==> src/rtl/calc_pkg.sv <==
// Shared opcode constants, FSM state encoding and the elaboration-time
// helper that sizes the BCD output for the calculator core.
package calc_pkg;

    localparam logic [2:0] OP_ADD = 3'b000;
    localparam logic [2:0] OP_SUB = 3'b001;
    localparam logic [2:0] OP_MUL = 3'b010;
    localparam logic [2:0] OP_DIV = 3'b011;

    typedef enum logic [2:0] {
        ST_IDLE,
        ST_EXEC,
        ST_DIVIDE,
        ST_CONVERT,
        ST_DONE
    } state_t;

    // Smallest digit count d with 10^d > 2^bits - 1.
    function automatic int min_digits(input int bits);
        longint lim;
        longint pw;
        int     d;
        lim = (longint'(1) << bits) - 1;
        pw  = 10;
        d   = 1;
        while (pw <= lim) begin
            pw = pw * 10;
            d  = d + 1;
        end
        return d;
    endfunction

endpackage

==> src/rtl/calc_core_seq_if.sv <==
// Start/busy/done request bus between the board controller and the
// sequential calculator core.
interface calc_core_seq_if #(
    parameter int WIDTH  = 4,
    parameter int DIGITS = 3
);
    logic                  start;
    logic [2:0]            op;
    logic [WIDTH-1:0]      a;
    logic [WIDTH-1:0]      b;
    logic                  busy;
    logic                  done;
    logic [2*WIDTH-1:0]    result;
    logic [4*DIGITS-1:0]   bcd;
    logic                  err;

    modport master (
        output start, op, a, b,
        input  busy, done, result, bcd, err
    );

    modport slave (
        input  start, op, a, b,
        output busy, done, result, bcd, err
    );
endinterface

==> src/rtl/bin2bcd_seq.sv <==
// Iterative double-dabble converter: one add-3/shift step per cycle,
// BITS cycles after the start edge done pulses with bcd valid.
module bin2bcd_seq #(
    parameter int BITS   = 8,
    parameter int DIGITS = 3
) (
    input  logic                clk,
    input  logic                rst,
    input  logic                start,
    input  logic [BITS-1:0]     bin,
    output logic                busy,
    output logic                done,
    output logic [4*DIGITS-1:0] bcd
);
    localparam int BW = 4 * DIGITS;
    localparam int CW = (BITS > 1) ? $clog2(BITS) : 1;

    logic [BITS-1:0]    r_sh;
    logic [BW-1:0]      r_bcd;
    logic [CW-1:0]      r_cnt;
    logic               r_busy;
    logic               r_done;
    logic [BW-1:0]      w_adj;
    logic [BW+BITS-1:0] w_cat;

    function automatic logic [BW-1:0] add3(input logic [BW-1:0] v);
        logic [BW-1:0] res;
        res = v;
        for (int i = 0; i < DIGITS; i++) begin
            if (v[4*i +: 4] >= 4'd5)
                res[4*i +: 4] = v[4*i +: 4] + 4'd3;
        end
        return res;
    endfunction

    always_comb begin
        w_adj = add3(r_bcd);
        w_cat = {w_adj, r_sh} << 1;
    end

    always_ff @(posedge clk) begin
        if (rst) begin
            r_busy <= 1'b0;
            r_done <= 1'b0;
            r_cnt  <= '0;
            r_bcd  <= '0;
            r_sh   <= '0;
        end else begin
            r_done <= 1'b0;
            if (start) begin
                r_sh   <= bin;
                r_bcd  <= '0;
                r_cnt  <= '0;
                r_busy <= 1'b1;
            end else if (r_busy) begin
                {r_bcd, r_sh} <= w_cat;
                r_cnt         <= r_cnt + 1'b1;
                if (r_cnt == CW'(BITS - 1)) begin
                    r_busy <= 1'b0;
                    r_done <= 1'b1;
                end
            end
        end
    end

    assign busy = r_busy;
    assign done = r_done;
    assign bcd  = r_bcd;
endmodule

==> src/rtl/calc_core_seq.sv <==
// Sequential calculator: add/sub/mul or restoring divide, then a
// double-dabble pass, reported with a single done pulse.
module calc_core_seq
    import calc_pkg::*;
#(
    parameter int WIDTH  = 4,
    parameter int DIGITS = 3
) (
    input logic             clk,
    input logic             rst,
    calc_core_seq_if.slave  bus
);
    localparam int RW  = 2 * WIDTH;
    localparam int BW  = 4 * DIGITS;
    localparam int DCW = (WIDTH > 1) ? $clog2(WIDTH) : 1;

    if (DIGITS < min_digits(RW)) begin : g_digits_check
        $error("calc_core_seq: DIGITS too small for 2*WIDTH-bit result");
    end

    state_t           r_state;
    logic [WIDTH-1:0] r_a;
    logic [WIDTH-1:0] r_b;
    logic [2:0]       r_op;
    logic [WIDTH-1:0] r_rem;
    logic [WIDTH-1:0] r_quo;
    logic [DCW-1:0]   r_dcnt;
    logic [RW-1:0]    r_res;
    logic             r_err_int;
    logic             r_busy;
    logic             r_done;
    logic [RW-1:0]    r_result;
    logic [BW-1:0]    r_bcd;
    logic             r_err;

    logic             w_op_bad;
    logic             w_div0;
    logic             w_go_div;
    logic [RW-1:0]    w_ax;
    logic [RW-1:0]    w_bx;
    logic [RW-1:0]    w_exec_res;
    logic [WIDTH:0]   w_shift;
    logic [WIDTH:0]   w_diff;
    logic             w_ge;
    logic [WIDTH-1:0] w_rem_nxt;
    logic [WIDTH:0]   w_quo_ext;
    logic [WIDTH-1:0] w_quo_nxt;
    logic             w_div_last;
    logic             w_conv_start;
    logic [RW-1:0]    w_conv_bin;
    logic             w_conv_busy;
    logic             w_conv_done;
    logic [BW-1:0]    w_conv_bcd;

    always_comb begin
        w_op_bad = (r_op > OP_DIV);
        w_div0   = (r_op == OP_DIV) && (r_b == '0);
        w_go_div = (r_op == OP_DIV) && (r_b != '0);
        w_ax     = {{WIDTH{1'b0}}, r_a};
        w_bx     = {{WIDTH{1'b0}}, r_b};
        w_exec_res = '1;
        case (r_op)
            OP_ADD:  w_exec_res = w_ax + w_bx;
            OP_SUB:  w_exec_res = w_ax - w_bx;
            OP_MUL:  w_exec_res = w_ax * w_bx;
            default: w_exec_res = '1;
        endcase
    end

    // Restoring step: the dividend shifts out of r_quo MSB-first while
    // quotient bits shift in at the bottom.
    always_comb begin
        w_shift    = {r_rem, r_quo[WIDTH-1]};
        w_diff     = w_shift - {1'b0, r_b};
        w_ge       = (w_shift >= {1'b0, r_b});
        w_rem_nxt  = w_ge ? w_diff[WIDTH-1:0] : w_shift[WIDTH-1:0];
        w_quo_ext  = {r_quo, w_ge};
        w_quo_nxt  = w_quo_ext[WIDTH-1:0];
        w_div_last = (r_state == ST_DIVIDE) && (r_dcnt == DCW'(WIDTH - 1));
    end

    always_comb begin
        w_conv_start = ((r_state == ST_EXEC) && !w_go_div) || w_div_last;
        w_conv_bin   = (r_state == ST_DIVIDE) ? {w_quo_nxt, w_rem_nxt} : w_exec_res;
    end

    bin2bcd_seq #(
        .BITS   (RW),
        .DIGITS (DIGITS)
    ) u_bcd (
        .clk   (clk),
        .rst   (rst),
        .start (w_conv_start),
        .bin   (w_conv_bin),
        .busy  (w_conv_busy),
        .done  (w_conv_done),
        .bcd   (w_conv_bcd)
    );

    always_ff @(posedge clk) begin
        if (rst) begin
            r_state   <= ST_IDLE;
            r_busy    <= 1'b0;
            r_done    <= 1'b0;
            r_err     <= 1'b0;
            r_result  <= '0;
            r_bcd     <= '0;
            r_dcnt    <= '0;
            r_err_int <= 1'b0;
        end else begin
            r_done <= 1'b0;
            case (r_state)
                ST_IDLE: begin
                    if (bus.start) begin
                        r_a     <= bus.a;
                        r_b     <= bus.b;
                        r_op    <= bus.op;
                        r_busy  <= 1'b1;
                        r_state <= ST_EXEC;
                    end
                end
                ST_EXEC: begin
                    r_err_int <= w_op_bad || w_div0;
                    r_res     <= w_exec_res;
                    if (w_go_div) begin
                        r_rem   <= '0;
                        r_quo   <= r_a;
                        r_dcnt  <= '0;
                        r_state <= ST_DIVIDE;
                    end else begin
                        r_state <= ST_CONVERT;
                    end
                end
                ST_DIVIDE: begin
                    r_rem  <= w_rem_nxt;
                    r_quo  <= w_quo_nxt;
                    r_dcnt <= r_dcnt + 1'b1;
                    if (w_div_last) begin
                        r_res   <= {w_quo_nxt, w_rem_nxt};
                        r_state <= ST_CONVERT;
                    end
                end
                ST_CONVERT: begin
                    if (w_conv_done && !w_conv_busy) begin
                        r_result <= r_res;
                        r_bcd    <= w_conv_bcd;
                        r_err    <= r_err_int;
                        r_done   <= 1'b1;
                        r_state  <= ST_DONE;
                    end
                end
                ST_DONE: begin
                    r_busy  <= 1'b0;
                    r_state <= ST_IDLE;
                end
                default: r_state <= ST_IDLE;
            endcase
        end
    end

    assign bus.busy   = r_busy;
    assign bus.done   = r_done;
    assign bus.result = r_result;
    assign bus.bcd    = r_bcd;
    assign bus.err    = r_err;
endmodule

==> src/flat_wrapper.sv <==
// flat-port wrapper written by rule: the top's interface ports become plain ports
module calc_core_seq_flat import calc_pkg::*;
#(
    parameter int WIDTH  = 4,
    parameter int DIGITS = 3
)
  (clk, rst, bus_start, bus_op, bus_a, bus_b, bus_busy, bus_done, bus_result, bus_bcd, bus_err);
  calc_core_seq_if #(.WIDTH(WIDTH), .DIGITS(DIGITS)) bus_i ();
  input logic clk;
  input logic rst;
  input wire logic [$bits(bus_i.start)-1:0] bus_start;
  input wire logic [$bits(bus_i.op)-1:0] bus_op;
  input wire logic [$bits(bus_i.a)-1:0] bus_a;
  input wire logic [$bits(bus_i.b)-1:0] bus_b;
  output wire logic [$bits(bus_i.busy)-1:0] bus_busy;
  output wire logic [$bits(bus_i.done)-1:0] bus_done;
  output wire logic [$bits(bus_i.result)-1:0] bus_result;
  output wire logic [$bits(bus_i.bcd)-1:0] bus_bcd;
  output wire logic [$bits(bus_i.err)-1:0] bus_err;
  assign bus_i.start = bus_start;
  assign bus_i.op = bus_op;
  assign bus_i.a = bus_a;
  assign bus_i.b = bus_b;
  assign bus_busy = bus_i.busy;
  assign bus_done = bus_i.done;
  assign bus_result = bus_i.result;
  assign bus_bcd = bus_i.bcd;
  assign bus_err = bus_i.err;
  calc_core_seq #(.WIDTH(WIDTH), .DIGITS(DIGITS)) u_core (.clk(clk), .rst(rst), .bus(bus_i));
endmodule
==> config.mk <==
export PLATFORM = sky130hd
export DESIGN_NAME = calc_core_seq_flat
export DESIGN_NICKNAME = d
export VERILOG_FILES = /design/src/rtl/calc_pkg.sv /design/src/rtl/calc_core_seq_if.sv /design/src/rtl/bin2bcd_seq.sv /design/src/rtl/calc_core_seq.sv /design/src/flat_wrapper.sv
export SDC_FILE = /design/constraint.sdc
export NUM_CORES = 1
export LEC_CHECK = 0
export ABC_AREA = 1
export ABC_CLOCK_PERIOD_IN_PS = 3800
export CORE_MARGIN = 2
export CORE_UTILIZATION = 57
export DETAILED_ROUTE_END_ITERATION = 6
export GPL_ROUTABILITY_DRIVEN = 0
export PLACE_DENSITY = 0.77
export SYNTH_ARGS = -nofsm -noshare
export SYNTH_HDL_FRONTEND = slang
export SYNTH_SLANG_ARGS = --single-unit
export TNS_END_PERCENT = 30
==> constraint.sdc <==
create_clock -name clk -period 3.8 [get_ports clk]
set_input_delay 0.57 -clock clk [delete_from_list [all_inputs] [get_ports clk]]
set_output_delay 0.57 -clock clk [all_outputs]
set_load 0.02 [all_outputs]
---- Word-level counts from Yosys, hierarchy flattened ----
Cells that the tools add are included.
operators by class
  add/sub/neg operators ................... 8
  multiply operators ...................... 1
  order comparisons ....................... 5
  equality and inequality tests ........... 13
  mux-type cells .......................... 28
  bitwise logic cells ..................... 3
  reductions and logical operators ........ 26
operators by type and width
  operator             number
  $mux 8               4
  $pmux 8 s3           1
  $mux 4               5
  $pmux 4 s2           2
  $pmux 8 s2           1
  $eq 3x2->1 const B   4
  $ge 4x3->1 const B   3
  $mux 3               4
  $pmux 3 s4           1
  $reduce_and 3->1     4
  $add 4x2->4 const B  2
  $mul 4x4->8          1
  $mux 1               7
  $eq 3x1->1 const B   2
  $eq 3x3->1 const B   2
  $logic_not 3->1      2
  $ne 2x1->1 const B   3
  $reduce_and 2->1     3
  $reduce_bool 2->1    3
  $add 4x4->5          1
  $ge 5x4->1           1
  $logic_and 1x1->1    5
  $sub 4x4->5          1
  $logic_not 4->1      1
  16 further kinds     21
word-level totals
  flip-flop bits (word level) ............. 81
  input bits .............................. 14

---- Longest topological paths before layout ----
Gate-level depths: netlist of the first run.
  depth after elaboration ................. 6
  depth in mapped cells ................... 17
  gate-level depth less buffers ........... 17

---- Hierarchy ----
A second synthesis of the first run with hierarchy kept.
unflattened totals
  cells, all modules ...................... 555
  area, all modules ....................... 4429.2 um^2
modules (own cells, without submodules)
  module         times used  cells each  area an instance (um^2)  seq. area each (um^2)
  calc_core_seq  1           385         3165.5                   1391.3
  bin2bcd_seq    1           170         1263.7                   500.5

---- Least setup slack after synthesis of the first run ----
OpenSTA, ideal clock, no wires.
  path type ............................... register to register
  from .................................... register u_core.r_a[1]
  to ...................................... register u_core.r_res[4], data pin
  setup time .............................. 0.262 ns
  data arrival time ....................... 2.621 ns
  required time ........................... 3.538 ns
  slack ................................... 0.917 ns
  stages on the path, launching flop included .. 13
  buffers on the path ..................... 0
  cells stage by stage .................... edfxtp_1 > nand2_1 > fa_1 > inv_1 > fa_1 > inv_1 > fa_1 > inv_1 > nand2_1 > nand3_1 > nand3_1 > o21ai_0 > nand2_1
on the way
  longest elaborated chain between the ends .. 3
  elaborated cells on any way between the ends .. 5
  those cells by class .................... add/sub: 2; mul: 1; mux: 2
ends and longest elaborated chain
  element                              RTL line              source
  start, declared                      calc_core_seq.sv:22   logic [WIDTH-1:0] r_a;
  start signal, assigned               calc_core_seq.sv:115  r_a <= bus.a;
  $mul 4x4->8 (tied with other cells)  calc_core_seq.sv:65   OP_MUL: w_exec_res = w_ax * w_bx;
  $pmux 8 s3 (*)                       calc_core_seq.sv:62   case (r_op)
  $pmux 8 s2 (*)                       calc_core_seq.sv:112  case (r_state)
  end signal, assigned                 calc_core_seq.sv:124  r_res <= w_exec_res;
  end signal, assigned                 calc_core_seq.sv:139  r_res <= {w_quo_nxt, w_rem_nxt};
  end, declared                        calc_core_seq.sv:28   logic [RW-1:0] r_res;
Mark *: on every way between the ends. The rest lies on a longest branch, timed or not.
A chain may end at the register's enable or synchronous reset.

---- Worst setup path in the final report of the first run ----
  from .................................... register u_core.r_a[1]
  to ...................................... register u_core.r_res[6], data pin
on the way
  longest elaborated chain between the ends .. 3
  elaborated cells on any way between the ends .. 4
  those cells by class .................... add/sub: 1; mul: 1; mux: 2
ends and longest elaborated chain
  element                                     RTL line
  $mul 4x4->8 or $sub 4x4->5 (tied branches)  calc_core_seq.sv:65, calc_core_seq.sv:64
  $pmux 8 s3 (*)                              calc_core_seq.sv:62
  $pmux 8 s2 (*)                              calc_core_seq.sv:112
Marks and branches as above.

==> reports/results.txt, run 1 <==
Pin count of the biggest net entering global routing = 31
Num ports = 37
Final period utilization = 82.8%
F_max = 0.318 GHz
Layout cells sized above 1 = 6.94%
First-pass DRT Iterations = 4
Async set-or-reset flop fraction in the synthesized netlist = 0%
Detailed placer's ending HPWL = 6770 µm
Commonest cells after routing, fill and taps aside = nand2_1, inv_1, dfxtp_1
CP max FO = 8
Synthesis-stage register bit count = 81
Most common cell after layout, fill and taps aside = nand2_1
Min-delay worst type = reg2reg
Syn Inst Count = 538
Clock skew = 0.0119 ns
Worst slew pin tran = 0.752 ns
# DRC = 0
Synth area leaders = dfxtp_1, edfxtp_1, nand2_1, ha_1, inv_1
Initial DRC count = 195
Initial Utilization = 59.7%
Crit. End Element = register
Status = completed
Total CTS buffers = 9
Fill count = 617
Pleak = 2.27 nW
Clk slew on worst S/H paths = 0.09 ns
CTS H-tree lvls = 3
NumNets Final = 625
WL/cell = 13.3 µm
Multi-input logic area = 2130 µm²
Worst R2R Setup Slack = 0.66 ns
Final Util = 68.5%
Worst reg2reg path depth = 14
Flop pwr share = 41.5%
Antenna cells = 0
Maximum VDD drop = 0.261 mV
CTS resizes = 0
Final setup fails = 0
Total chip power = 2.77 mW
Die area = 8390 µm²
CTS Sinks = 81
Final min period = 3.14 ns
Vias in the first global route = 3,386
Synthesis-to-layout area growth = 14.8%
CP Data Arrival Time = 3.25 ns
Yosys top cell area share = 24.7%
CP startpoint kind = register
Switching pwr = 1.04 mW
DR vias/cell = 5.25
Internal power = 1.73 mW
Initial antenna violation count = 0
Reg area = 1890 µm²
CTS tree = built
Post-synth cell types = 34
RR Endpoint = u_core.r_res[6]$_DFFE_PP_
Vias = 3,547
Hold_buf cts = 0
RSZ-0062 raised after global routing = false
Syn Area/Cell = 8.13 µm²
Final antenna-violating net count = 0
Post-synthesis cell area = 4370 µm²
Clock Latency Late Sink = 0.35 ns
CTS root buf = clkbuf_8
Hold Vio Cnt, Final = 0
Syn. warnings = 0
Critical R2R Launch = u_core.r_a[1]$_DFFE_PP_
Post-synth top area cell = dfxtp_1
Final TNS setup = 0 ns
Sw Ratio = 37.5%
Total core area = 7330 µm²
Number of synthesized flops with an enable pin = 27
Max clock buf depth = 2
Post-synthesis sequential area ratio = 43.2%
GRT Util Overall = 23.2%
Power share of the clock group = 25.3%
WHS Endpoint = u_core.u_bcd.bcd[3]$_SDFFE_PP0P_
Power Dens Cells = 552 nW/µm²
Total Wirelength = 9000 µm
Row count = 31
Die height = 91.6 µm
Crit path required time = 3.90 ns
Slew headroom = 49.8%
Final Max Slew Viols = 0
Syn_nets = 592
Gate power share = 33.2%
Hold Path Stages = 2
Die X = 91.6 µm
Critical path class = reg2reg
Number of port buffers = 36
Worst hold path startpoint = u_core.u_bcd.bcd[3]$_SDFFE_PP0P_
Maxcap violations = 0
First-pass GRT wire length = 15,500 µm
Post-CTS setup buffers = 0
GR Overflow Total = 0
Synth Flop Type = dfxtp_1
per-stage QoR:
step	area, µm²	cells	hold WS [ns]	setup WS [ns]
final	5020	675	0.472	0.655
after global routing	5020	675	0.498	0.261
after CTS	5020	675	0.473	0.629
after detailed placement	4800	659	0.459	0.684
after global placement	4800	659	0.453	0.796
after floorplan	4370	538	0.441	0.917
registers in the layout, indices dropped and copies added (netlist names), 2 cells and up:
register            flops
u_core.u_bcd.bcd       12
u_core.bus.bcd         12
u_core.r_res            8
u_core.r_rem            4
u_core.r_op             3
u_core.u_bcd.r_sh       8
u_core.r_dcnt           2
u_core.r_state          3
u_core.r_b              4
u_core.r_quo            4
u_core.u_bcd.r_cnt      3
u_core.bus.result       8
u_core.r_a              4
routing by layer:
| layer | up-vias | global-route usage [%] | share of wire (%) |
|---|---|---|---|
| li1 | 1822 | - | - |
| met1 | 1638 | 30.3 | 47 |
| met2 | 77 | 39.1 | 48 |
| met3 | 10 | 3.65 | 3.4 |
| met4 | 0 | 7.95 | 1.5 |
| met5 | - | 0 | 0 |
cell families (layout without fill, tap and decap cells):
| group | count (synthesis) | after routing | synth area share [%] |
|---|---|---|---|
| XOR/XNOR | 8 | 8 | 1.60 |
| buffers and inverters | 88 | 126 | 7.98 |
| AO/OA/AOI/OAI | 97 | 97 | 12.6 |
| flip-flops | 81 | 81 | 43.2 |
| AND/OR/NAND/NOR | 224 | 224 | 22.0 |
| adder cells (fa/ha/maj) | 40 | 40 | 12.6 |
worst max path at each step:
stage / startpoint / end / slack [ns]
CTS: u_core.r_a[1]$_DFFE_PP_ / u_core.r_res[6]$_DFFE_PP_ / 0.63
floorplan: u_core.r_a[1]$_DFFE_PP_ / u_core.r_res[4]$_DFFE_PP_ / 0.92
global placement: u_core.r_a[1]$_DFFE_PP_ / u_core.r_res[4]$_DFFE_PP_ / 0.80
finish: u_core.r_a[1]$_DFFE_PP_ / u_core.r_res[6]$_DFFE_PP_ / 0.66
detailed placement: u_core.r_a[1]$_DFFE_PP_ / u_core.r_res[6]$_DFFE_PP_ / 0.68
global route: u_core.r_a[1]$_DFFE_PP_ / u_core.u_bcd.r_sh[4]$_SDFFE_PP0P_ / 0.26
area by class of cell:
cell class,instances,share of cell area [%]
multi-input cells,369,42.5
flip-flops and latches,81,37.7
repair buffers,39,7.63
inverters,71,5.31
clock buffers,10,2.97
well taps,99,2.47
clock inverters,6,1.47
cell usage after synthesis, drive strengths merged, types with 5 or more instances:
library cell,count
fa,7
o21ai,49
dfxtp,54
buf,12
inv,71
nor3,5
a21oi,37
xor2,5
clkbuf,5
ha,33
nor2,54
edfxtp,27
nand2,120
nand3,36
power by group through the flow:
stage / clock network, mW / logic, mW / registers, mW
6_report: 0.701 / 0.922 / 1.15
5_1_grt: 0.752 / 1.05 / 1.17
4_1_cts: 0.715 / 0.921 / 1.15
3_5_place_dp: 0 / 0.909 / 1.17
3_3_place_gp: 0 / 0.880 / 1.16
2_1_floorplan: 0 / 0.713 / 1.15
worst max-delay path: stages (launching register included):
cell      delay (ns)
edfxtp_1        0.55
nand2_1         0.13
fa_1            0.51
inv_1           0.06
fa_1            0.59
inv_1           0.07
fa_1            0.43
inv_1           0.08
nand3_1         0.06
nand2_1         0.09
nand2_1         0.05
nand2_1         0.05
o21ai_0         0.07
nand2_1         0.09
nand2_1         0.06
No activity file was read; power rests on OpenSTA's default activity.
==> run 2: changes to the inputs <==
--- a/config.mk
+++ b/config.mk
@@ -6,7 +6,7 @@
 export NUM_CORES = 1
 export LEC_CHECK = 0
 export ABC_AREA = 1
-export ABC_CLOCK_PERIOD_IN_PS = 3800
+export ABC_CLOCK_PERIOD_IN_PS = 3100
 export CORE_MARGIN = 2
 export CORE_UTILIZATION = 57
 export DETAILED_ROUTE_END_ITERATION = 6
==> constraint.sdc (replaced) <==
create_clock -name clk -period 3.1 [get_ports clk]
set_input_delay 0.465 -clock clk [delete_from_list [all_inputs] [get_ports clk]]
set_output_delay 0.465 -clock clk [all_outputs]
set_load 0.02 [all_outputs]
==> reports/results.txt, run 2 (synthesis results as in run 1) <==
Worst slew pin tran = 0.777 ns (was 0.752 ns)
Row count = 31 (unchanged)
Die area = 8390 µm² (unchanged)
CTS tree = built (unchanged)
Crit. End Element = register (unchanged)
CP startpoint kind = register (unchanged)
WL/cell = 13.3 µm (about the same)
Clock Latency Late Sink = 0.36 ns (was 0.35 ns)
Maxcap violations = 0 (unchanged)
Maximum VDD drop = 0.301 mV (was 0.261 mV)
Fill count = 583 (was 617)
Final period utilization = 94.7% (was 82.8%)
Final setup fails = 0 (unchanged)
Cells along the critical path = nand2_2 -> fa_1 -> inv_1 -> fa_1 -> inv_1 -> fa_1 -> inv_1 -> nand3_1 -> nand2_1 -> nand2_1 -> nand2_1 -> o21ai_0 -> nand2_1 -> nand2_1 (was nand2_1 -> fa_1 -> inv_1 -> fa_1 -> inv_1 -> fa_1 -> inv_1 -> nand3_1 -> nand2_1 -> nand2_1 -> nand2_1 -> o21ai_0 -> nand2_1 -> nand2_1)
Critical-path top delay cell = fa_1 (unchanged)
Power Dens Cells = 674 nW/µm² (was 552 nW/µm²)
Pleak = 2.30 nW (was 2.27 nW)
Critical path's largest stage delay = 0.56 ns (was 0.59 ns)
Vias in the first global route = 3,358 (was 3,386)
Clk slew on worst S/H paths = 0.09 ns (about the same)
Hold_buf cts = 0 (unchanged)
Most used cell, CP = nand2_1 (unchanged)
Sw Ratio = 37.6% (was 37.5%)
CP max FO = 5 (was 8)
Flop pwr share = 41.0% (was 41.5%)
Max clock buf depth = 2 (unchanged)
Power share of the clock group = 25.2% (was 25.3%)
F_max = 0.341 GHz (was 0.318 GHz)
Most common cell after layout, fill and taps aside = nand2_1 (unchanged)
Min-delay worst type = reg2reg (unchanged)
Total CTS buffers = 9 (unchanged)
Antenna cells = 0 (unchanged)
Slew headroom = 48.1% (was 49.8%)
Setup WS post-layout = 0.166 ns (was 0.655 ns)
DR vias/cell = 5.28 (was 5.25)
First-pass GRT wire length = 15,300 µm (was 15,500 µm)
First-pass DRT Iterations = 4 (unchanged)
Detailed placer's ending HPWL = 6710 µm (was 6770 µm)
Final min period = 2.93 ns (was 3.14 ns)
Vias = 3,596 (was 3,547)
Initial DRC count = 186 (was 195)
Number of port buffers = 36 (unchanged)
CP Buf/Inv Count = 3 (unchanged)
CP Data Arrival Time = 3.05 ns (was 3.25 ns)
Layout cells sized above 1 = 8.08% (was 6.94%)
Commonest cells after routing, fill and taps aside = nand2_1, inv_1, dfxtp_1 (unchanged)
Total Wirelength = 9060 µm (was 9000 µm)
CTS Sinks = 81 (unchanged)
Placed Area = 4820 µm² (was 4800 µm²)
Status = completed (unchanged)
CTS H-tree lvls = 3 (unchanged)
Clock skew = 0.0131 ns (was 0.0119 ns)
GRT Util Overall = 22.7% (was 23.2%)
Hold Vio Cnt, Final = 0 (unchanged)
Total core area = 7330 µm² (unchanged)
Initial Utilization = 59.7% (unchanged)
Crit path required time = 3.22 ns (was 3.90 ns)
Design area = 5070 µm² (was 5020 µm²)
Final Max Slew Viols = 0 (unchanged)
Initial antenna violation count = 0 (unchanged)
CTS root buf = clkbuf_8 (unchanged)
NumNets Final = 631 (was 625)
Place WS = 0.134 ns (was 0.684 ns)
Critical path class = reg2reg (unchanged)
Worst R2R Setup Slack = 0.17 ns (was 0.66 ns)
Synthesis-to-layout area growth = 15.9% (was 14.8%)
# DRC = 0 (unchanged)
Final antenna-violating net count = 0 (unchanged)
Switching pwr = 1.28 mW (was 1.04 mW)
Die height = 91.6 µm (unchanged)
Gate power share = 33.8% (was 33.2%)
GR Overflow Total = 0 (unchanged)
Pin count of the biggest net entering global routing = 31 (unchanged)
Die X = 91.6 µm (unchanged)
Top Family by Delay on Critical Path = adder cells (unchanged)
Final Util = 69.1% (was 68.5%)
Num ports = 37 (unchanged)
Internal power = 2.13 mW (was 1.73 mW)
## run 2: cell types whose count changed in the layout (fill, tap and decap cells not counted)
cell     delta
o21ai_1     +1
buf_4       +6
o21ai_0     -1
nand2_2     +1
nand2_1     -1
## run 2: metal layers
metal	wire, µm	up-vias	share of wire (%)	track usage, %
li1	-	1829	-	-
met1	3960	1652	44	29.3
met2	4400	98	49	38.3
met3	545	17	6.0	3.57
met4	153	0	1.7	8.59
met5	0	-	0	0
## run 2: repair_timing
action / in CTS / in global routing
resized for setup: 0 / 2
buffers inserted: 0 / 3
setup endpoints to repair: 0 / 4
## run 2: power by group through the flow
stage | clock (mW) | combinational, mW | sequential [mW]
4_1_cts | 0.871 | 1.14 | 1.40
3_5_place_dp | 0 | 1.13 | 1.42
2_1_floorplan | 0 | 0.874 | 1.41
5_1_grt | 0.924 | 1.32 | 1.42
3_3_place_gp | 0 | 1.09 | 1.42
6_report | 0.862 | 1.15 | 1.40
## run 2: path summary, 6_finish.rpt
path	from	endpoint	depth (start not counted)
setup / recovery	u_core.r_b[3]$_DFFE_PP_	u_core.r_res[6]$_DFFE_PP_	14
setup reg to reg	u_core.r_b[3]$_DFFE_PP_	u_core.r_res[6]$_DFFE_PP_	14
hold / removal	u_core.u_bcd.r_cnt[2]$_SDFFE_PP0P_	u_core.u_bcd.r_cnt[2]$_SDFFE_PP0P_	2
hold reg to reg	u_core.u_bcd.r_cnt[2]$_SDFFE_PP0P_	u_core.u_bcd.r_cnt[2]$_SDFFE_PP0P_	2
## run 2: layout make-up
class	count	area (µm²)	area share, %
Inverter	71	267	5.26
Timing Repair Buffer	45	428	8.44
Clock buffer	10	149	2.94
Multi-Input combinational cell	369	2140	42.1
Clock inverter	6	73.8	1.46
Sequential cell	81	1890	37.3
Tap cell	99	124	2.44
## run 2: worst min-delay path, stage by stage, from the launching register on
cell     delay, ns
dfxtp_1       0.32
nand2_1       0.06
a21oi_1       0.05
## run 2: metrics by stage
step | setup TNS (ns) | cells | total power, mW | hold slack, ns
6_report | 0 | 681 | 3.42 | 0.475
5_1_grt | -0.00881 | 681 | 3.66 | 0.507
4_1_cts | 0 | 678 | 3.41 | 0.475
3_5_place_dp | 0 | 662 | 2.56 | 0.461
3_3_place_gp | 0 | 662 | 2.51 | 0.452
2_1_floorplan | 0 | 538 | 2.28 | 0.441
==> run 3: changes to the inputs <==
--- a/config.mk
+++ b/config.mk
@@ -5,7 +5,6 @@
 export SDC_FILE = /design/constraint.sdc
 export NUM_CORES = 1
 export LEC_CHECK = 0
-export ABC_AREA = 1
 export ABC_CLOCK_PERIOD_IN_PS = 3100
 export CORE_MARGIN = 2
 export CORE_UTILIZATION = 57
==> reports/results.txt, run 3 <==
Antenna cells = 0 (unchanged)
Total CTS buffers = 9 (unchanged)
Syn. warnings = 0 (unchanged)
Place WS = 0.0414 ns (was 0.134 ns)
Total Wirelength = 9140 µm (was 9060 µm)
CP startpoint kind = register (unchanged)
Total chip power = 2.42 mW (was 3.42 mW)
Hold_buf cts = 0 (unchanged)
Max clock buf depth = 2 (unchanged)
Final cell count without fillers = 614 (was 681)
CP Data Arrival Time = 3.06 ns (was 3.05 ns)
Layout cells sized above 1 = 9.90% (was 8.08%)
Final setup fails = 0 (unchanged)
Final min period = 2.96 ns (was 2.93 ns)
Async set-or-reset flop fraction in the synthesized netlist = 0% (unchanged)
Number of port buffers = 36 (unchanged)
Initial antenna violation count = 0 (unchanged)
Most common cell in the netlist = nand2_1 (unchanged)
WL/cell = 14.9 µm (was 13.3 µm)
GR Overflow Total = 0 (unchanged)
Post-synth cell types = 52 (was 34)
Number of synthesized flops with an enable pin = 27 (unchanged)
First-pass GRT wire length = 15,400 µm (was 15,300 µm)
Final period utilization = 95.6% (was 94.7%)
Initial DRC count = 165 (was 186)
Most common library cells after synthesis = nand2_1, dfxtp_1, a21oi_1 (was nand2_1, inv_1, dfxtp_1)
Die X = 91.0 µm (was 91.6 µm)
Clock Latency Late Sink = 0.36 ns (about the same)
CTS H-tree lvls = 3 (unchanged)
Syn Area/Cell = 9.17 µm² (was 8.13 µm²)
Die height = 91.0 µm (was 91.6 µm)
Fill count = 588 (was 583)
Syn Inst Count = 471 (was 538)
Synth Flop Type = dfxtp_1 (unchanged)
Crit. End Element = register (unchanged)
F_max = 0.338 GHz (was 0.341 GHz)
Initial Utilization = 59.2% (was 59.7%)
Clk slew on worst S/H paths = 0.08 ns (was 0.09 ns)
Post-synthesis sequential area ratio = 43.8% (was 43.2%)
# DRC = 0 (unchanged)
Maximum VDD drop = 0.369 mV (was 0.301 mV)
Yosys top cell area share = 25.0% (was 24.7%)
Most common cell after layout, fill and taps aside = nand2_1 (unchanged)
Clock skew = 0.0179 ns (was 0.0131 ns)
CTS tree = built (unchanged)
Final Max Slew Viols = 0 (unchanged)
Hold Vio Cnt, Final = 0 (unchanged)
Crit path required time = 3.20 ns (was 3.22 ns)
Total core area = 7290 µm² (was 7330 µm²)
Num ports = 37 (unchanged)
First-pass DRT Iterations = 4 (unchanged)
Worst slew pin tran = 0.760 ns (was 0.777 ns)
CTS root buf = clkbuf_8 (unchanged)
Syn_nets = 525 (was 592)
Post-synth top area cell = dfxtp_1 (unchanged)
Maxcap violations = 0 (unchanged)
Pleak = 1.93 nW (was 2.30 nW)
Setup WS post-layout = 0.138 ns (was 0.166 ns)
Slew headroom = 49.2% (was 48.1%)
Synth area leaders = dfxtp_1, edfxtp_1, ha_1, nand2_1, a21oi_1 (was dfxtp_1, edfxtp_1, nand2_1, ha_1, inv_1)
CTS Sinks = 81 (unchanged)
Synthesis-stage register bit count = 81 (unchanged)
GRT Util Overall = 23.0% (was 22.7%)
Row count = 31 (unchanged)
Die area = 8290 µm² (was 8390 µm²)
DR vias/cell = 5.62 (was 5.28)
Pin count of the biggest net entering global routing = 25 (was 31)
Status = completed (unchanged)
CP max FO = 6 (was 5)
Final antenna-violating net count = 0 (unchanged)
Synthesis-to-layout area growth = 18.3% (was 15.9%)
Power Dens Cells = 473 nW/µm² (was 674 nW/µm²)
Vias in the first global route = 3,268 (was 3,358)
Vias = 3,452 (was 3,596)
Placed cell count = 597 (was 662)
Critical path class = reg2reg (unchanged)
Detailed placer's ending HPWL = 6820 µm (was 6710 µm)
Commonest cells after routing, fill and taps aside = nand2_1, dfxtp_1, a21oi_1 (was nand2_1, inv_1, dfxtp_1)
Min-delay worst type = reg2reg (unchanged)
NumNets Final = 564 (was 631)
Post-synthesis cell area = 4320 µm² (was 4370 µm²)
-- run 3: cell count changes in the layout (fill, tap and decap cells not counted), sizes merged, moves of 8 or more --
cell,before,now
o21ai,49,21
mux2i,0,15
nand2,120,69
and2,0,9
nand3,36,6
a211oi,2,10
inv,76,29
a21oi,37,52
-- run 3: cells by family (layout without fill, tap and decap cells) --
kind of cell / Yosys count / after routing / share of synthesized area (%)
XOR/XNOR: 10 / 10 / 2.03
adder cells (fa/ha/maj): 40 / 40 / 12.8
AO/OA/AOI/OAI: 104 / 104 / 15.0
buffers and inverters: 50 / 94 / 4.49
multiplexers: 16 / 16 / 3.74
flip-flops: 81 / 81 / 43.8
AND/OR/NAND/NOR: 170 / 170 / 18.1
-- run 3: final timing paths --
kind | endpoint | start | cells after the start | slack (ns)
max reg2reg | u_core.r_res[6]$_DFFE_PP_ | u_core.r_b[1]$_DFFE_PP_ | 12 | 0.14
min reg2reg | u_core.bus.result[0]$_SDFFE_PP0P_ | u_core.bus.result[0]$_SDFFE_PP0P_ | 2 | 0.45
min | u_core.bus.result[0]$_SDFFE_PP0P_ | u_core.bus.result[0]$_SDFFE_PP0P_ | 2 | 0.45
max | u_core.r_res[6]$_DFFE_PP_ | u_core.r_b[1]$_DFFE_PP_ | 12 | 0.14
-- run 3: where the power goes --
part,switching (mW),internal [mW]
combinational,0.217,0.161
clock,0.387,0.475
sequential,0.0300,1.15
total,0.634,1.78
-- run 3: worst max-delay path, cell delays in order, from the launching register on --
cell and delay, ns:
edfxtp_1 0.43, buf_6 0.16, ha_1 0.21, ha_1 0.22
fa_1 0.55, inv_1 0.07, fa_2 0.40, inv_1 0.07
a21o_1 0.11, a21oi_1 0.08, xnor2_1 0.13, a31oi_1 0.22
nor2_1 0.07
-- run 3: timing repair --
item,in CTS,in global routing
endpoints found under the setup margin,0,8
gates resized for setup,0,11
buffers inserted,0,1
-- run 3: final cells by class --
cell class / instances / area (µm²) / share of cell area, %
inverters: 27 / 101 / 1.98
multi-input cells: 340 / 2290 / 44.7
repair buffers: 51 / 477 / 9.33
well taps: 99 / 124 / 2.42
clock inverters: 4 / 52.6 / 1.03
flip-flops and latches: 81 / 1890 / 37.0
clock buffers: 12 / 178 / 3.48
-- run 3: layer usage --
metal / routed length [µm] / track usage [%] / vias up
met3: 495 / 4.90 / 12
li1: - / - / 1705
met5: 0 / 0 / -
met4: 125 / 7.70 / 0
met2: 4330 / 37.4 / 81
met1: 4200 / 30.7 / 1654
-- run 3: through the flow --
| stage | util (%) | hold slack (ns) | setup TNS (ns) | instance area [µm²] |
|---|---|---|---|---|
| after detailed placement | 66.0 | 0.447 | 0 | 4810 |
| after CTS | 69.2 | 0.459 | 0 | 5040 |
| after floorplan | - | 0.429 | 0 | 4320 |
| after global placement | 66.0 | 0.440 | 0 | 4810 |
| final | 70.1 | 0.454 | 0 | 5110 |
| after global routing | 70.1 | 0.488 | -0.0543 | 5110 |
==> edit 1: new RTL, config.mk and constraints of run 2 <==
`DIGITS` is set to 3 in 4 places; all go to 6.
--- a/src/rtl/calc_core_seq_if.sv
+++ b/src/rtl/calc_core_seq_if.sv
@@ -2,7 +2,7 @@
 // sequential calculator core.
 interface calc_core_seq_if #(
     parameter int WIDTH  = 4,
-    parameter int DIGITS = 3
+    parameter int DIGITS = 6
 );
     logic                  start;
     logic [2:0]            op;
--- a/src/rtl/bin2bcd_seq.sv
+++ b/src/rtl/bin2bcd_seq.sv
@@ -2,7 +2,7 @@
 // BITS cycles after the start edge done pulses with bcd valid.
 module bin2bcd_seq #(
     parameter int BITS   = 8,
-    parameter int DIGITS = 3
+    parameter int DIGITS = 6
 ) (
     input  logic                clk,
     input  logic                rst,
--- a/src/rtl/calc_core_seq.sv
+++ b/src/rtl/calc_core_seq.sv
@@ -4,7 +4,7 @@
     import calc_pkg::*;
 #(
     parameter int WIDTH  = 4,
-    parameter int DIGITS = 3
+    parameter int DIGITS = 6
 ) (
     input logic             clk,
     input logic             rst,
--- a/src/flat_wrapper.sv
+++ b/src/flat_wrapper.sv
@@ -2,7 +2,7 @@
 module calc_core_seq_flat import calc_pkg::*;
 #(
     parameter int WIDTH  = 4,
-    parameter int DIGITS = 3
+    parameter int DIGITS = 6
 )
   (clk, rst, bus_start, bus_op, bus_a, bus_b, bus_busy, bus_done, bus_result, bus_bcd, bus_err);
   calc_core_seq_if #(.WIDTH(WIDTH), .DIGITS(DIGITS)) bus_i ();
Ports: changed (resized bus_bcd); port bits go from 37 to 49. No check against the original RTL was run, so the function may have changed too.
==> edit 1 against run 2 <==
Total power rose by 16%. Area after synthesis rose by 26%. Synthesized cell count rose by 23%. Routed wire length rose by 25%. Design area rose by 24%. Setup slack got worse by 44 ps. Via count rose by 25%. Sequential cell count rose by 24. Hold slack improved by 2.7 ps. Highest routed layer unchanged.
==> edit 1: results (changes against run 2) <==
[routing]
met3_length_um = 533  ; -2.2%
drtPass1Iterations = 6  ; +2
wl_met1_um = 5381  ; +36%
wire_per_inst_um = 13.47  ; +1.2%
drt_iter0_drc = 286  ; +54%
vias = 4496  ; +25%
wl_met2_um = 5245  ; +19%

[logic_synthesis]
synth_common_cells = nand2_1 (134), dfxtp_1 (78), inv_1 (72), o21ai_0 (64)
synth-seq-area-share_pct = 43.03  ; -0.22 points
netlist-cell-type-count = 40  ; +18%
ys_top_cells_by_area = dfxtp_1 (28%), edfxtp_1 (15%), nand2_1 (9.1%)
syn_nets = 721  ; +22%

[min_path]
min_from = u_core.u_bcd.bcd[7]$_SDFFE_PP0P_
holdPathEnd = u_core.u_bcd.bcd[7]$_SDFFE_PP0P_

[status]
outcome = completed

[critical_path]
r2r_cells = 11  ; -3
path_max_fanout = 4  ; -1
r2r-start = u_core.r_b[3]$_DFFE_PP_
cp_slowest_cell = fa_2
rrSetupSlack_ps = 120  ; -40 ps
cp_data_arrival_time_ps = 3100  ; +50 ps

[place]
dpl-instance-area_sq_mm = 0.006053  ; +26%
pre_cts_ws_ps = 101.9  ; -32.03 ps
portBuffers = 48  ; +33%

[global_route]
grt_start_max_net_pins = 52  ; +68%
grt_pass1_vias = 4148  ; +24%
antenna_found_initial = 0  ; unchanged
grt_pass1_wl_um = 19180  ; +25%
gr-usage-all-layers_pct = 22.90  ; +0.19 points

[pwr]
ir_worst_vdd_uv = 395.9  ; +31%
p_leak_uw = 0.002698  ; +18%
p_sw_share_pct = 38.39  ; +0.84 points

[final_layout]
drive_gt1_share_pct = 11.24  ; +3.2 points
multiInputGateArea_sq_mm = 0.002689  ; +26%

[clocking]
clkTransAtPathRegs_ps = 110  ; +20 ps

[timing]
hold_viol = 0  ; unchanged
finClkSkew_ps = 13.18  ; +0.1049 ps
worst_pin_slew_ps = 867.8  ; +90.60 ps
holdWs_ps = 477.5  ; +2.736 ps

==> edit 1: tightest hold or removal path, cell delays in order (launching register included) <==
cell     delay [ps]
dfxtp_1         320
nand2_1          70
a21oi_2          50
==> edit 1: area by class of cell <==
cell class                      instances  share of cell area (%)
Sequential cell                       105                   37.69
Tap cell                              129                   2.564
Multi-Input combinational cell        452                   42.72
Inverter                               79                   4.770
Clock inverter                          7                   1.232
Timing Repair Buffer                   60                   9.064
Clock buffer                            9                   1.968
==> edit 1: how the worst max path moves through the flow <==
stage / depth (start not counted) / to / startpoint / slack (ps)
finish: 11 / u_core.r_res[3]$_DFFE_PP_ / u_core.r_b[3]$_DFFE_PP_ / 120
global placement: 14 / u_core.r_res[6]$_DFFE_PP_ / u_core.r_a[0]$_DFFE_PP_ / 210
floorplan: 14 / u_core.r_res[6]$_DFFE_PP_ / u_core.r_a[1]$_DFFE_PP_ / 250
detailed placement: 14 / u_core.r_res[6]$_DFFE_PP_ / u_core.r_a[0]$_DFFE_PP_ / 100
global route: 11 / u_core.r_res[3]$_DFFE_PP_ / u_core.r_b[3]$_DFFE_PP_ / -40
CTS: 14 / u_core.r_res[6]$_DFFE_PP_ / u_core.r_a[0]$_DFFE_PP_ / 110
==> edit 1: what timing repair did <==
| action | CTS | global route |
|---|---|---|
| buffers inserted | 0 | 5 |
| resized for setup | 0 | 1 |
| setup endpoints to repair | 0 | 6 |
==> edit 1: power by group through the flow <==
stage               clock, uW  sequential (uW)  combinational [uW]
global placement            0             1790                1260
finish                    857             1760                1340
floorplan                   0             1770                1040
CTS                       880             1760                1310
global route              931             1790                1520
detailed placement          0             1790                1300
==> edit 1: logic make-up after synthesis <==
family / after synthesis / share of synthesized area (%)
fa+ha+maj: 46 / 11.39
flops: 105 / 43.03
simple gates: 247 / 19.86
xor+xnor: 14 / 2.224
compound gates: 145 / 15.25
buf+inv: 104 / 8.239
==> edit 1: metal layers <==
layer,track usage (%),up-vias
met5,0,-
met4,7.077,0
met3,3.283,17
met2,36.54,129
met1,32.43,2091
li1,-,2259
==> edit 1: stage by stage <==
step	cells	total power, uW
6_report	841	3956
5_1_grt	841	4235
4_1_cts	836	3953
3_5_place_dp	820	3091
3_3_place_gp	820	3042
2_1_floorplan	661	2808
==> edit 2: new RTL, flow settings as in run 2 <==
Made on the original files. The 5 states of `state_t` get a one-hot encoding in 5 bits.
--- a/src/rtl/calc_pkg.sv
+++ b/src/rtl/calc_pkg.sv
@@ -7,12 +7,12 @@
     localparam logic [2:0] OP_MUL = 3'b010;
     localparam logic [2:0] OP_DIV = 3'b011;
 
-    typedef enum logic [2:0] {
-        ST_IDLE,
-        ST_EXEC,
-        ST_DIVIDE,
-        ST_CONVERT,
-        ST_DONE
+    typedef enum logic [4:0] {
+        ST_IDLE    = 5'b00001,
+        ST_EXEC    = 5'b00010,
+        ST_DIVIDE  = 5'b00100,
+        ST_CONVERT = 5'b01000,
+        ST_DONE    = 5'b10000
     } state_t;
 
     // Smallest digit count d with 10^d > 2^bits - 1.
Formal check against the unedited RTL: same outputs for any inputs over 10 cycles, from zero or initial values and one cycle with rst high; not proved beyond that.
==> edit 2 against run 2 <==
Area after synthesis up 1.7%. First-iteration DRC count is 15% higher. Via count grew 2.4%. Design area grew 1.7%. Sequential cell count rose by 2. Routed wire length is 2.8% higher. Setup slack improved by 72 ps. Critical endpoint unchanged.
Power is not compared: it rests on default switching activity, and its combinational part moved more than twofold at a synthesized area within 25%.
==> edit 2: results (changes against run 2) <==
[pwr]
clock_power_share_pct = 36.3
pg_seq_uw = 1160

[logic_synthesis]
synth_compound_area_share_pct = 11.37  ; -1.2 points
ys_top_cells_by_area = dfxtp_1 (25%), edfxtp_1 (18%), nand2_1 (9.6%)
yosys-mux-area-fraction_pct = 0.2251  ; +0.23 points
synth-xor-area-share_pct = 1.773  ; +0.17 points
netlist-cell-type-count = 40  ; +18%
async_flop_share_pct = 0  ; unchanged
yosys_warnings = 0  ; unchanged
synth_common_cells = nand2_1 (114), inv_1 (65), nor2_1 (57), dfxtp_1 (56), o21ai_0 (45)
synth-seq-area-share_pct = 43.44  ; +0.19 points
synth_fa_ha_area_share_pct = 12.44  ; -0.21 points
syn_nets = 597  ; +0.84%

[routing]
wire_per_inst_um = 13.45  ; +1.0%
drt_iter0_drc = 213  ; +15%
drtPass1Iterations = 6  ; +2
avgViaCountPerCell = 5.312  ; +0.59%
wl_met2_um = 4506  ; +2.3%
highest_layer = met4
met3_length_um = 466  ; -14%
wl_met1_um = 4205  ; +6.2%

[timing]
worst_pin_slew_ps = 793.1  ; +15.89 ps
finClkSkew_ps = 12.34  ; -0.7326 ps
holdWs_ps = 469.8  ; -4.993 ps

[critical_path]
r2r_cells = 13  ; -1
crit_type = reg2reg
path_max_fanout = 4  ; -1
cp_slowest_cell = fa_1
cp_data_arrival_time_ps = 2980  ; -70 ps
rrSetupSlack_ps = 240  ; +70 ps
r2r-start = u_core.r_b[2]$_DFFE_PP_

[final_layout]
drive_gt1_share_pct = 9.983  ; +1.9 points
num-fill-cells = 620  ; +6.3%
final_nets = 640  ; +1.4%

[global_route]
antenna_found_initial = 0  ; unchanged
grtUsageMet2_pct = 38.56  ; +0.27 points
gr-total-overflow = 0  ; unchanged
grt_pass1_wl_um = 15860  ; +3.7%
use_met3_pct = 4.882  ; +1.3 points
grt_pass1_vias = 3465  ; +3.2%
grt_start_max_net_pins = 32  ; +3.2%
use_met1_pct = 30.98  ; +1.7 points
gr-usage-all-layers_pct = 23.41  ; +0.71 points

[status]
outcome = completed

[place]
hpwl_um = 6760  ; +0.70%

[clocking]
insertion_delay_ps = 360  ; about the same

[min_path]
holdPathEnd = u_core.bus.busy$_SDFFE_PP0P_
min_from = u_core.bus.busy$_SDFFE_PP0P_

## edit 2: changes by cell type in the layout (fill, tap and decap cells not counted), moves of 4 or more
cell / change
o21ai_1: +5
nand3_1: -6
nand2_1: -6
nor2_2: +4
nor2_1: +4
nand2_2: +4
inv_2: +4
## edit 2: final cells by class
cell class | instances | share of cell area [%]
well taps | 102 | 2.476
multi-input cells | 371 | 42.09
clock buffers | 9 | 2.403
flip-flops and latches | 83 | 37.48
repair buffers | 47 | 8.592
clock inverters | 7 | 1.529
inverters | 74 | 5.437
## edit 2: timing repair
action,CTS,global route
setup endpoints to repair,0,2
gates resized for setup,0,4
setup buffers,0,1
## edit 2: metrics by stage
stage / std cells / cell area [sq um] / utilization, % / worst slack [ps]
detailed placement: 676 / 4937 / 64.56 / 147.8
floorplan: 543 / 4447 / - / 194.4
finish: 693 / 5155 / 67.41 / 237.4
global placement: 676 / 4937 / 64.56 / 199.5
global route: 693 / 5155 / 67.41 / 51.75
CTS: 692 / 5140 / 67.21 / 132.6
